==> src/rtl/sound_irq_sched.sv <==
// sound_irq_sched: turns sound-latch writes into a delayed, retried active-low Z80 INT
// and counts writes dropped while a request is already outstanding.
module sound_irq_sched #(
  parameter int HOLDOFF   = 2,
  parameter int TIMEOUT   = 4096,
  parameter int MAX_RETRY = 3,
  parameter int CNTW      = 8
) (
  input  logic            clk_49m,
  input  logic            sirq_clr,
  input  logic            cen_3m,
  input  logic            n_cen_3m,
  input  logic            cs_soundlatch,
  output logic            z80_n_int,
  output logic            busy,
  output logic            fail,
  output logic [3:0]      retry_cnt,
  output logic            timeout_evt,
  output logic            overrun,
  output logic [CNTW-1:0] overrun_cnt
);
  typedef enum logic [2:0] {S_IDLE, S_HOLD, S_ASSERT, S_GAP, S_FAIL} state_t;
  localparam logic [3:0]  HOLD_LD = 4'(HOLDOFF);
  localparam logic [15:0] T_LAST  = 16'(TIMEOUT - 1);
  localparam logic [3:0]  MAX_R   = 4'(MAX_RETRY);
  state_t            state_q, state_d;
  logic              req_flag_q, req_flag_d;
  logic [3:0]        hcnt_q, hcnt_d;
  logic [15:0]       tcnt_q, tcnt_d;
  logic [3:0]        retry_cnt_q, retry_cnt_d;
  logic              timeout_evt_q, timeout_evt_d;
  logic              overrun_q, overrun_d;
  logic [CNTW-1:0]   overrun_cnt_q, overrun_cnt_d;
  logic              z80_n_int_q, z80_n_int_d;
  logic [1:0]        rst_sync_q;
  logic              rst;
  // Clear asserts at once, releases two clocks later in step with clk_49m.
  always_ff @(posedge clk_49m or posedge sirq_clr)
    if (sirq_clr) rst_sync_q <= 2'b11;
    else          rst_sync_q <= {rst_sync_q[0], 1'b0};
  assign rst = rst_sync_q[1];
  always_comb begin
    state_d       = state_q;
    req_flag_d    = req_flag_q;
    hcnt_d        = hcnt_q;
    tcnt_d        = tcnt_q;
    retry_cnt_d   = retry_cnt_q;
    timeout_evt_d = 1'b0;
    overrun_d     = overrun_q;
    overrun_cnt_d = overrun_cnt_q;
    if (cen_3m && cs_soundlatch) begin
      if ((state_q == S_IDLE || state_q == S_FAIL) && !req_flag_q) req_flag_d = 1'b1;
      else begin
        overrun_d     = 1'b1;
        overrun_cnt_d = &overrun_cnt_q ? overrun_cnt_q : overrun_cnt_q + CNTW'(1);
      end
    end
    // Consumption only happens with req_flag_q set, so it never races the capture above.
    if (n_cen_3m)
      case (state_q)
        S_IDLE, S_FAIL:
          if (req_flag_q) begin
            req_flag_d  = 1'b0;
            retry_cnt_d = 4'd0;
            hcnt_d      = HOLD_LD;
            tcnt_d      = 16'd0;
            state_d     = HOLDOFF == 0 ? S_ASSERT : S_HOLD;
          end
        S_HOLD:
          if (hcnt_q == 4'd1) state_d = S_ASSERT;
          else                hcnt_d  = hcnt_q - 4'd1;
        S_ASSERT:
          if (tcnt_q == T_LAST) begin
            timeout_evt_d = 1'b1;
            tcnt_d        = 16'd0;
            if (retry_cnt_q < MAX_R) begin
              retry_cnt_d = retry_cnt_q + 4'd1;
              state_d     = S_GAP;
            end else state_d = S_FAIL;
          end else tcnt_d = tcnt_q + 16'd1;
        S_GAP: begin
          tcnt_d  = 16'd0;
          state_d = S_ASSERT;
        end
        default: state_d = S_IDLE;
      endcase
    z80_n_int_d = state_d != S_ASSERT;
  end
  always_ff @(posedge clk_49m or posedge rst)
    if (rst) begin
      state_q       <= S_IDLE;
      req_flag_q    <= 1'b0;
      hcnt_q        <= 4'd0;
      tcnt_q        <= 16'd0;
      retry_cnt_q   <= 4'd0;
      timeout_evt_q <= 1'b0;
      overrun_q     <= 1'b0;
      overrun_cnt_q <= '0;
      z80_n_int_q   <= 1'b1;
    end else begin
      state_q       <= state_d;
      req_flag_q    <= req_flag_d;
      hcnt_q        <= hcnt_d;
      tcnt_q        <= tcnt_d;
      retry_cnt_q   <= retry_cnt_d;
      timeout_evt_q <= timeout_evt_d;
      overrun_q     <= overrun_d;
      overrun_cnt_q <= overrun_cnt_d;
      z80_n_int_q   <= z80_n_int_d;
    end
  assign z80_n_int   = z80_n_int_q;
  assign busy        = state_q == S_HOLD || state_q == S_ASSERT || state_q == S_GAP;
  assign fail        = state_q == S_FAIL;
  assign retry_cnt   = retry_cnt_q;
  assign timeout_evt = timeout_evt_q;
  assign overrun     = overrun_q;
  assign overrun_cnt = overrun_cnt_q;
endmodule

==> config.mk <==
export PLATFORM = sky130hd
export DESIGN_NAME = sound_irq_sched
export DESIGN_NICKNAME = d
export VERILOG_FILES = /design/src/rtl/sound_irq_sched.sv
export SDC_FILE = /design/constraint.sdc
export NUM_CORES = 1
export LEC_CHECK = 0
export CAP_MARGIN = 20
export CELL_PAD_IN_SITES_DETAIL_PLACEMENT = 2
export CELL_PAD_IN_SITES_GLOBAL_PLACEMENT = 2
export CORE_UTILIZATION = 35
export CTS_BUF_LIST = sky130_fd_sc_hd__clkbuf_16
export DETAILED_ROUTE_END_ITERATION = 8
export HOLD_SLACK_MARGIN = 0.03
export PLACE_DENSITY = 0.75
export SYNTH_ARGS = -nofsm -noshare
export SYNTH_HDL_FRONTEND = slang
export SYNTH_SLANG_ARGS = --single-unit
export TNS_END_PERCENT = 5
==> constraint.sdc <==
create_clock -name clk_49m -period 2.4 [get_ports clk_49m]
set_clock_uncertainty 0.2 [all_clocks]
set_input_delay 0.48 -clock clk_49m [delete_from_list [all_inputs] [get_ports clk_49m]]
set_output_delay 0.48 -clock clk_49m [all_outputs]
set_load 0.01 [all_outputs]
; ---- Word-level counts from Yosys, hierarchy flattened
; Cells that the tools add are included.
[word_totals]
reg_bits = 41
word_cells = 69
inputBits = 5
out_inout_bits = 17
[classes]
bitwise_logic = 2
n_reduce_logical = 17
eq_ne = 11
n_addsub = 4
n_mux = 24
magnitude_cmp = 1
[ops]
columns = op, count
row1 = 16-bit case mux with 3 select lines, 1
row2 = 16-bit two-way mux, 2
row3 = 4-bit two-way mux, 5
row4 = "16-bit by 1-bit adder with 16-bit output, second input constant", 1
row5 = "16-bit by 12-bit == test with 1-bit output, second input constant", 1
row6 = 4-bit case mux with 2 select lines, 2
row7 = 3-bit two-way mux, 5
row8 = 3-bit case mux with 4 select lines, 1
row9 = "8-bit by 1-bit adder with 8-bit output, second input constant", 1
row10 = 1-bit two-way mux, 8
row11 = "2-bit != test, second input constant", 4
row12 = 8-bit AND reduction, 1
row13 = "3-bit by 2-bit == test with 1-bit output, second input constant", 2
row14 = 3-bit AND reduction, 2
row15 = 5-bit AND reduction, 1
row16 = "4-bit by 1-bit adder with 4-bit output, second input constant", 1
row17 = "4-bit by 1-bit == test with 1-bit output, second input constant", 1
row18 = "4-bit by 2-bit < comparator with 1-bit output, second input constant", 1
row19 = 4-bit AND reduction, 1
row20 = 2-bit nonzero test, 2
row21 = "4-bit by 1-bit subtractor with 4-bit output, second input constant", 1
row22 = "3-bit by 1-bit == test with 1-bit output, second input constant", 1
row23 = "3-bit == test, second input constant", 1
row24 = 3-bit logical NOT, 1
row25 = 8 further kinds, 12

; ---- Depth between registers and ports, before layout
; Gate-level depths: netlist (run 1).
[depth]
ltp_word = 8
depth_mapped = 6
depth_no_buf = 6

; ---- Least setup slack after synthesis (run 1)
; OpenSTA, ideal clock, no wires.
[synth_timing]
kind = reg2reg
from = register tcnt_q[12]
to = register tcnt_q[11]
period_less_slack_ns = 2.204
setup_ns = 0.130
required_ns = 2.070
arrival_time_ns = 1.874
setup_slack_ns = 0.196
path_stages_with_launch = 6
path_cell_list = dfrtp_1 -> or4_4 -> or4_4 -> a21oi_2 -> buf_6 -> a21oi_1
[synth_via]
elab_chain_len = 3
[synth_lines]
columns = element, line
row1 = from (decl), 29  ; logic [15:0] tcnt_q, tcnt_d;
row2 = from (signal assigned), 104  ; tcnt_q <= tcnt_d;
row3 = 16-bit by 12-bit == test with 1-bit output, 73  ; if (tcnt_q == T_LAST) begin
row4 = 16-bit two-way mux, 73
row5 = 16-bit case mux with 3 select lines, 60  ; case (state_q)
; No other way between the ends.
; A chain may end at the register's enable or synchronous reset.

; ---- Final worst setup path (run 1)
[layout_timing]
from = register tcnt_q[12]
to = register tcnt_q[7]
; Same word-level chain as after synthesis.

==> results.md, run 1 <==
- Final wirelength: ~5500 um
- Synth Cell Area: 0.00214 sq mm
- Post-DP Area: about 0.0025 sq mm
- Max_slew headroom: between 60% and 70%
- Largest family of logic cells by synthesized area: simple AND/OR/NAND/NOR gates
- Ant. Diodes: 0
- Max Cap Violations: 0
- GRT overflow: 0
- Final-report hold violation count: 0
- Synth Area in Simple Gates: between 20% and 30%
- Outcome: finished clean
- Synthesized flop and latch total: 41
- CP Launch Type: flop
- Post-route ant nets: 0
- Largest net degree at the start of global routing: 23
- Final setup viols: 0
- Final Cycle Share: a little over nine tenths
- Fraction of final layout cells sized beyond drive strength 1: roughly 15%
- Post-synthesis mux area share: under 10%
- Fillers: between 600 and 700
- Commonest register cell after synthesis: dfrtp_1
- Worst skew pair latency: around 280 ps
- Wirelength per Cell: roughly 17 um
- Initial Utilization: about 36%
- CTS Buf Count: 5
- CP required: between 2000 and 2500 ps
- Top cell type's share of synthesized area: between 40% and 50%
- Area Growth Syn to Fin: 26.7%
- Vias/cell: between 5 and 6
- Drc violations: 0
- GRT Util Overall: between 10% and 20%
- CP startpoint: tcnt_q[12]$_DFFE_PP0P_
- CP arrival: around 2300 ps
- Post-Syn Instances: between 200 and 250
- Post-route insts no fill: about 330
- Global-route wire length before repair: between 9000 and 10,000 um
- Grt met3 use: ~3.8%
- Sequential fraction of the synthesis area: around 48%
- Slew of the pin with the lowest slew margin: just under 500 ps
- Critical path start-end classification: flop to flop
- # IOs: 22
- CP endpoint kind: flop
- Worst r2r src: tcnt_q[12]$_DFFE_PP0P_
- Yosys cell types: 46
- Number of iterations in the first detailed-routing pass: 4
- Met1 Usage GRT: between 20% and 30%
- Busiest grt layer: met2
- VDD IR max: about 430 uV
- DR vias: ~1,800
- # nets final: 261
- Clk root buf: clkbuf_16
- P_leak: 1.14 nW
- DIE AREA: around 0.0064 sq mm
- Clock buffer depth: 2
- Ys Warns: 0
- Avg Inst Size Synth: ~10 sq um
- Async set-reset flop share out of synthesis: 100%
- Die X: approximately 80 um
- Port Buf Inserts: 21
- HPWL Detailed: roughly 4000 um
- Setup Buffers After CTS: 0
- Worst reg2reg setup slack: 70 ps
- CTS Sinks: between 40 and 50
- Worst Hold Class: flop to async pin
- Max Slew Vio Count: 0
- Post-Synth XOR/XNOR Area: under 10%
- Area leader, netlist: dfrtp_1
- Worst R2R End: tcnt_q[7]$_DFFE_PP0P_
- Unrepaired setup endpoints after global routing: false
- Power per cell area: approximately 930 mW/mm^2
- Crit path max fanout: 12
- CTS tree: yes
- Initial drt markers: 18
- Syn nets: roughly 230
- Adder-cell share of the synthesized area: about 2.9%
- Core area: approximately 0.0059 sq mm
- Std cell rows: 28
- Vias in the first global route: approximately 1,900
- Met2 Resource Use GR: 33.4%
- H-tree Lvls: 2
- Clock slew at reported path FFs: around 60 ps
- Post-synth EDFFs: 0
- Die Ht: ~80 um
- GP Congestion: 0.746
- Worst setup endpoint: tcnt_q[7]$_DFFE_PP0P_
- Cells on worst reg2reg path: 5
- Complex-gate fraction of the synthesized area: between 10% and 20%
- Initial antenna violation count: 0
- Final Critical Period: between 2000 and 2500 ps
- Placed Instances: 319
- Final Util: 45.8%
- Fmax: around 430 MHz
- Post-route cell area: approximately 0.0027 sq mm
- Top cells by area, synth: dfrtp_1 (44%), xnor2_1 (4.1%), nand3_1 (4.0%)
==> stage by stage <==
| step | TNS [ps] | setup WS, ps | power, mW | hold slack (ps) |
|---|---|---|---|---|
| floorplan | 0 | 196 | 1.40 | 145 |
| global placement | 0 | 4.71 | 1.73 | 91.7 |
| detailed placement | -115 | -61.6 | 1.78 | 112 |
| CTS | 0 | 6.54 | 2.56 | 119 |
| global route | 0 | 5.71 | 2.69 | 150 |
| finish | 0 | 70.0 | 2.54 | 106 |
==> layer usage <==
metal	routed length (um)	part of all wire, %
met1	2480	45
met2	2810	51
met3	117	2.1
met4	53	0.97
met5	0	0
==> where the power goes <==
part           switching [mW]  leakage, nW  total [mW]  internal, mW
sequential              0.151        0.533       0.967         0.815
combinational           0.410        0.522       0.807         0.397
clock                   0.277       0.0850       0.762         0.485
==> cell type report <==
| type | instances | area (sq um) | area share [%] |
|---|---|---|---|
| clock buffers | 5 | 125 | 4.61 |
| clock inverters | 3 | 38.8 | 1.43 |
| inverters | 8 | 30.0 | 1.11 |
| multi-input cells | 160 | 1070 | 39.3 |
| flip-flops and latches | 41 | 1030 | 38.0 |
| well taps | 75 | 93.8 | 3.46 |
| repair buffers | 35 | 328 | 12.1 |
==> cell families (layout without fill, tap and decap cells) <==
kind of cell	Yosys count	after routing
AND/OR/NAND/NOR	94	94
AO/OA/AOI/OAI	41	41
flip-flops	41	41
buffers and inverters	14	51
XOR/XNOR	12	12
multiplexers	7	7
adder cells (fa/ha/maj)	5	5
other	1	1
==> Yosys cell counts (all sizes together) (2+ instances only) <==
cell type / count
a211oi: 4
clkbuf: 5
nor3b: 2
mux2i: 4
o31ai: 6
ha: 5
or3: 4
nand3b: 2
nor2: 14
xor2: 2
nor4: 2
nor3: 4
a31oi: 3
dfstp: 3
xnor2: 10
mux2: 3
o211ai: 2
and2: 5
nand2: 18
inv: 8
dfrtp: 38
and4: 3
o21ai: 8
nand2b: 4
nand3: 17
a21o: 2
nand4: 7
or4: 6
a21oi: 11
==> layout by cell type, fill, tap and decap left out, drive strengths merged, types with 3 or more instances in the layout <==
master / Yosys / routed
nand3: 17 / 17
nor2: 14 / 14
mux2: 3 / 3
clkdlybuf4s50: 0 / 21
a211oi: 4 / 4
o21ai: 8 / 8
and4: 3 / 3
buf: 1 / 14
clkbuf: 5 / 5
nand2b: 4 / 4
mux2i: 4 / 4
or4: 6 / 6
ha: 5 / 5
dfrtp: 38 / 38
xnor2: 10 / 10
nor3: 4 / 4
dfstp: 3 / 3
a21oi: 11 / 11
a31oi: 3 / 3
or3: 4 / 4
and2: 5 / 5
nand4: 7 / 7
nand2: 18 / 18
o31ai: 6 / 6
inv: 8 / 9
==> flip-flops by register name, summed over array words and instances (netlist names) <==
signal and cells:
timeout_evt 1, tcnt_q 16, state_q 3, overrun_cnt 8
retry_cnt 4, overrun 1, hcnt_q 4, z80_n_int 1
req_flag_q 1, rst_sync_q 2
==> timing repair <==
| item | CTS | global route |
|---|---|---|
| setup endpoints to repair | 0 | 13 |
| gates resized for setup | 0 | 4 |
| hold buffers | 0 | 0 |
==> worst max-delay path, stage by stage, from the launching register on <==
cell and delay [ps]:
dfrtp_2 440, or4_4 580, or4_4 590, a21oi_4 190, buf_12 150, nor2_1 60
==> how the worst min path moves through the flow <==
stage                            startpoint                      end  slack (ps)  cells after the start
floorplan           rst_sync_q[0]$_DFF_PP1_  rst_sync_q[1]$_DFF_PP1_         150                      0
global placement    rst_sync_q[1]$_DFF_PP1_    tcnt_q[0]$_DFFE_PP0P_          90                      2
CTS                 rst_sync_q[1]$_DFF_PP1_    tcnt_q[0]$_DFFE_PP0P_         120                      2
detailed placement  rst_sync_q[1]$_DFF_PP1_    tcnt_q[0]$_DFFE_PP0P_         110                      2
finish              rst_sync_q[1]$_DFF_PP1_    tcnt_q[0]$_DFFE_PP0P_         110                      2
global route        rst_sync_q[1]$_DFF_PP1_    tcnt_q[0]$_DFFE_PP0P_         150                      2
Note: power is estimated with default switching activity, not from simulation.
==> run 2, diff against run 1 <==
--- a/config.mk
+++ b/config.mk
@@ -13,6 +13,7 @@
 export DETAILED_ROUTE_END_ITERATION = 8
 export HOLD_SLACK_MARGIN = 0.03
 export PLACE_DENSITY = 0.75
+export SETUP_SLACK_MARGIN = 0.5
 export SYNTH_ARGS = -nofsm -noshare
 export SYNTH_HDL_FRONTEND = slang
 export SYNTH_SLANG_ARGS = --single-unit
==> constraint.sdc (replaced) <==
create_clock -name clk_49m -period 2.28 [get_ports clk_49m]
set_clock_uncertainty 0.2 [all_clocks]
set_input_delay 0.456 -clock clk_49m [delete_from_list [all_inputs] [get_ports clk_49m]]
set_output_delay 0.456 -clock clk_49m [all_outputs]
set_load 0.01 [all_outputs]
==> run 2 against run 1 <==
The flow now finishes with violations (design-rule violations). Sequential share of layout area shrank 1.8 points. First-iteration DRC count grew to 3.4 times the previous value. Sequential power barely moved. Critical path type unchanged. Largest power group is now combinational cells. Fmax increased by 8.2%. Via count increased by 8.6%. Total power rose by 9.9%.
==> results.md, run 2 (synthesis gave the netlist of run 1 again) <==
- Outcome: finished with violations
- Violated checks: design-rule violations
- Ant. Diodes: 0 (unchanged)
- Die X: 80.2 um (unchanged)
- CTS Buf Count: 5 (unchanged)
- Post-DP Area: 0.00261 sq mm (+3.0%)
- CP cell instances: or4_4 > or4_4 > a21oi_4 > buf_12 > a21oi_1
- CP endpoint kind: flop
- Clock buffer depth: 2 (unchanged)
- Critical path start-end classification: flop to flop
- Worst R2R End: tcnt_q[12]$_DFFE_PP0P_
- H-tree Lvls: 2 (unchanged)
- Slowest cell on the critical path: or4_4
- Met1 Usage GRT: 27.2% (+2.8 points)
- Grt met3 use: 5.23% (+1.5 points)
- Vias/cell: 5.62 (+3.0%)
- Wirelength per Cell: 20.1 um (+20%)
- Top reg by flops: tcnt_q
- Max_slew headroom: 64.6% (-2.3 points)
- Slew of the pin with the lowest slew margin: 531 ps (+40.2 ps)
- CTS tree: yes
- Initial drt markers: 62 (+44)
- Final wirelength: 6920 um (+27%)
- Cells on worst reg2reg path: 5 (unchanged)
- Unrepaired setup endpoints after global routing: true
- Vias in the first global route: 2,108 (+10%)
- DR vias: 1,938 (+8.6%)
- Most frequent cells in the layout: dfrtp_1 (35), buf_4 (29), nand2_1 (18), clkdlybuf4s50_1 (18), nand3_1 (17)
- Power per cell area: 976 mW/mm^2 (+4.4%)
- P_leak: 1.25 nW (+9.9%)
- FF+latch area: 0.00103 sq mm (+0.24%)
- Worst hold stages: 0
- Worst setup margin: 126 ps (+56.3 ps)
- GP Congestion: 0.760 (+1.8%)
- Max Slew Vio Count: 0 (unchanged)
- Post-route cell area: 0.00286 sq mm (+5.3%)
- Global-route wire length before repair: 11,200 um (+18%)
- Final setup viols: 0 (unchanged)
- CP arrival: 2110 ps (-190 ps)
- WHS: 156 ps (+50.0 ps)
- Clock slew at reported path FFs: 60 ps (about the same)
- Setup TNS: 0 ps (unchanged)
- Worst Hold Class: flop to flop
- HPWL Detailed: 4250 um (+7.4%)
- Flip-flop count of the largest register after layout: 16 (unchanged)
- Crit path max fanout: 12 (unchanged)
- Worst r2r src: tcnt_q[15]$_DFFE_PP0P_
- Footprint of the multi-input gates: 0.00108 sq mm (+1.2%)
- Core area: 0.00592 sq mm (unchanged)
- Drc violations: 1 (+1)
- Post-route ant nets: 0 (unchanged)
- Worst skew pair latency: 290 ps (about the same)
- Number of iterations in the first detailed-routing pass: 6 (+2)
- Most common cell after layout, fill and taps aside: dfrtp_1
- Worst Hold End: rst_sync_q[1]$_DFF_PP1_
- Final-report hold violation count: 0 (unchanged)
- Fraction of final layout cells sized beyond drive strength 1: 22.6% (+7.9 points)
- # IOs: 22 (unchanged)
- CP required: 2240 ps (-130 ps)
- WP buf/inv: 1 (unchanged)
- CTS Sinks: 41 (unchanged)
- # nets final: 279 (+6.9%)
- Area Growth Syn to Fin: 33.4%
- Final Critical Period: 2150 ps (-176 ps)
- Largest net degree at the start of global routing: 40 (+74%)
- GRT Util Overall: 23.5% (+4.1 points)
- Initial antenna violation count: 0 (unchanged)
- CP top delay family: simple AND/OR/NAND/NOR gates
- Fmax: 464 MHz (+8.2%)
- Clk root buf: clkbuf_16
- GRT overflow: 0 (unchanged)
- Initial Utilization: 36.2% (unchanged)
- Met2 Resource Use GR: 42.5% (+9.1 points)
- Die Ht: 80.2 um (unchanged)
- DIE AREA: 0.00643 sq mm (unchanged)
- Fillers: 637 (-0.78%)
- Launch point of the worst hold path: rst_sync_q[0]$_DFF_PP1_
- Worst reg2reg setup slack: 130 ps (+60 ps)
- Std cell rows: 28 (unchanged)
- Critical path's largest stage delay: 580 ps (about the same)
- Final Cycle Share: 94.5% (-2.6 points)
- Busiest grt layer: met2
- Port Buf Inserts: 21 (unchanged)
- VDD IR max: 366 uV (-15%)
- Max Cap Violations: 0 (unchanged)
- CP Launch Type: flop
- DP Worst Slack: -161 ps (-99.2 ps)
- Most used cell, CP: or4_4
run 2: worst register-to-register path: stages, from the launching register on:
cell	delay, ps
dfrtp_1	390
or4_4	580
or4_4	470
a21oi_4	170
buf_12	150
a21oi_1	60
run 2: final cells by class:
cell class	instances	area share [%]
Clock buffer	5	4.38
Clock inverter	3	0.613
Inverter	8	1.05
Multi-Input combinational cell	160	37.8
Sequential cell	41	36.2
Tap cell	75	3.29
Timing Repair Buffer	53	16.7
run 2: timing repair:
action                                  in CTS  in global routing
hold buffers                                 0                  0
endpoints found under the setup margin      47                 52
endpoints found under the hold margin        0                  0
buffers inserted                             7                  2
pin swaps                                    1                  0
gates resized for setup                     14                  5
run 2: per-layer routing:
metal | vias to the layer above | share of wire, % | wire, um
met1 | 1004 | 43 | 3000
met4 | 0 | 2.0 | 141
met5 | - | 0 | 0
li1 | 895 | - | -
met3 | 11 | 2.2 | 154
met2 | 28 | 52 | 3620
run 2: power by group:
group | switching [mW] | total (mW) | internal, mW
clock | 0.303 | 0.705 | 0.402
combinational | 0.555 | 1.08 | 0.521
sequential | 0.143 | 1.00 | 0.862
run 2: worst max path at each step:
stage	depth (start not counted)	to	start	slack, ps
2_1_floorplan	5	tcnt_q[11]$_DFFE_PP0P_	tcnt_q[13]$_DFFE_PP0P_	260
3_3_place_gp	5	tcnt_q[14]$_DFFE_PP0P_	n_cen_3m	-80
3_5_place_dp	5	tcnt_q[14]$_DFFE_PP0P_	n_cen_3m	-160
4_1_cts	5	tcnt_q[12]$_DFFE_PP0P_	tcnt_q[15]$_DFFE_PP0P_	100
5_1_grt	5	tcnt_q[13]$_DFFE_PP0P_	tcnt_q[15]$_DFFE_PP0P_	80
6_report	5	tcnt_q[12]$_DFFE_PP0P_	tcnt_q[15]$_DFFE_PP0P_	130
run 2: metrics by stage:
| step | utilization [%] | instances | total power, mW |
|---|---|---|---|
| 2_1_floorplan | - | 215 | 1.49 |
| 3_3_place_gp | 44.0 | 328 | 1.86 |
| 3_5_place_dp | 44.0 | 328 | 1.90 |
| 4_1_cts | 47.8 | 343 | 2.75 |
| 5_1_grt | 48.2 | 345 | 2.94 |
| 6_report | 48.2 | 345 | 2.79 |
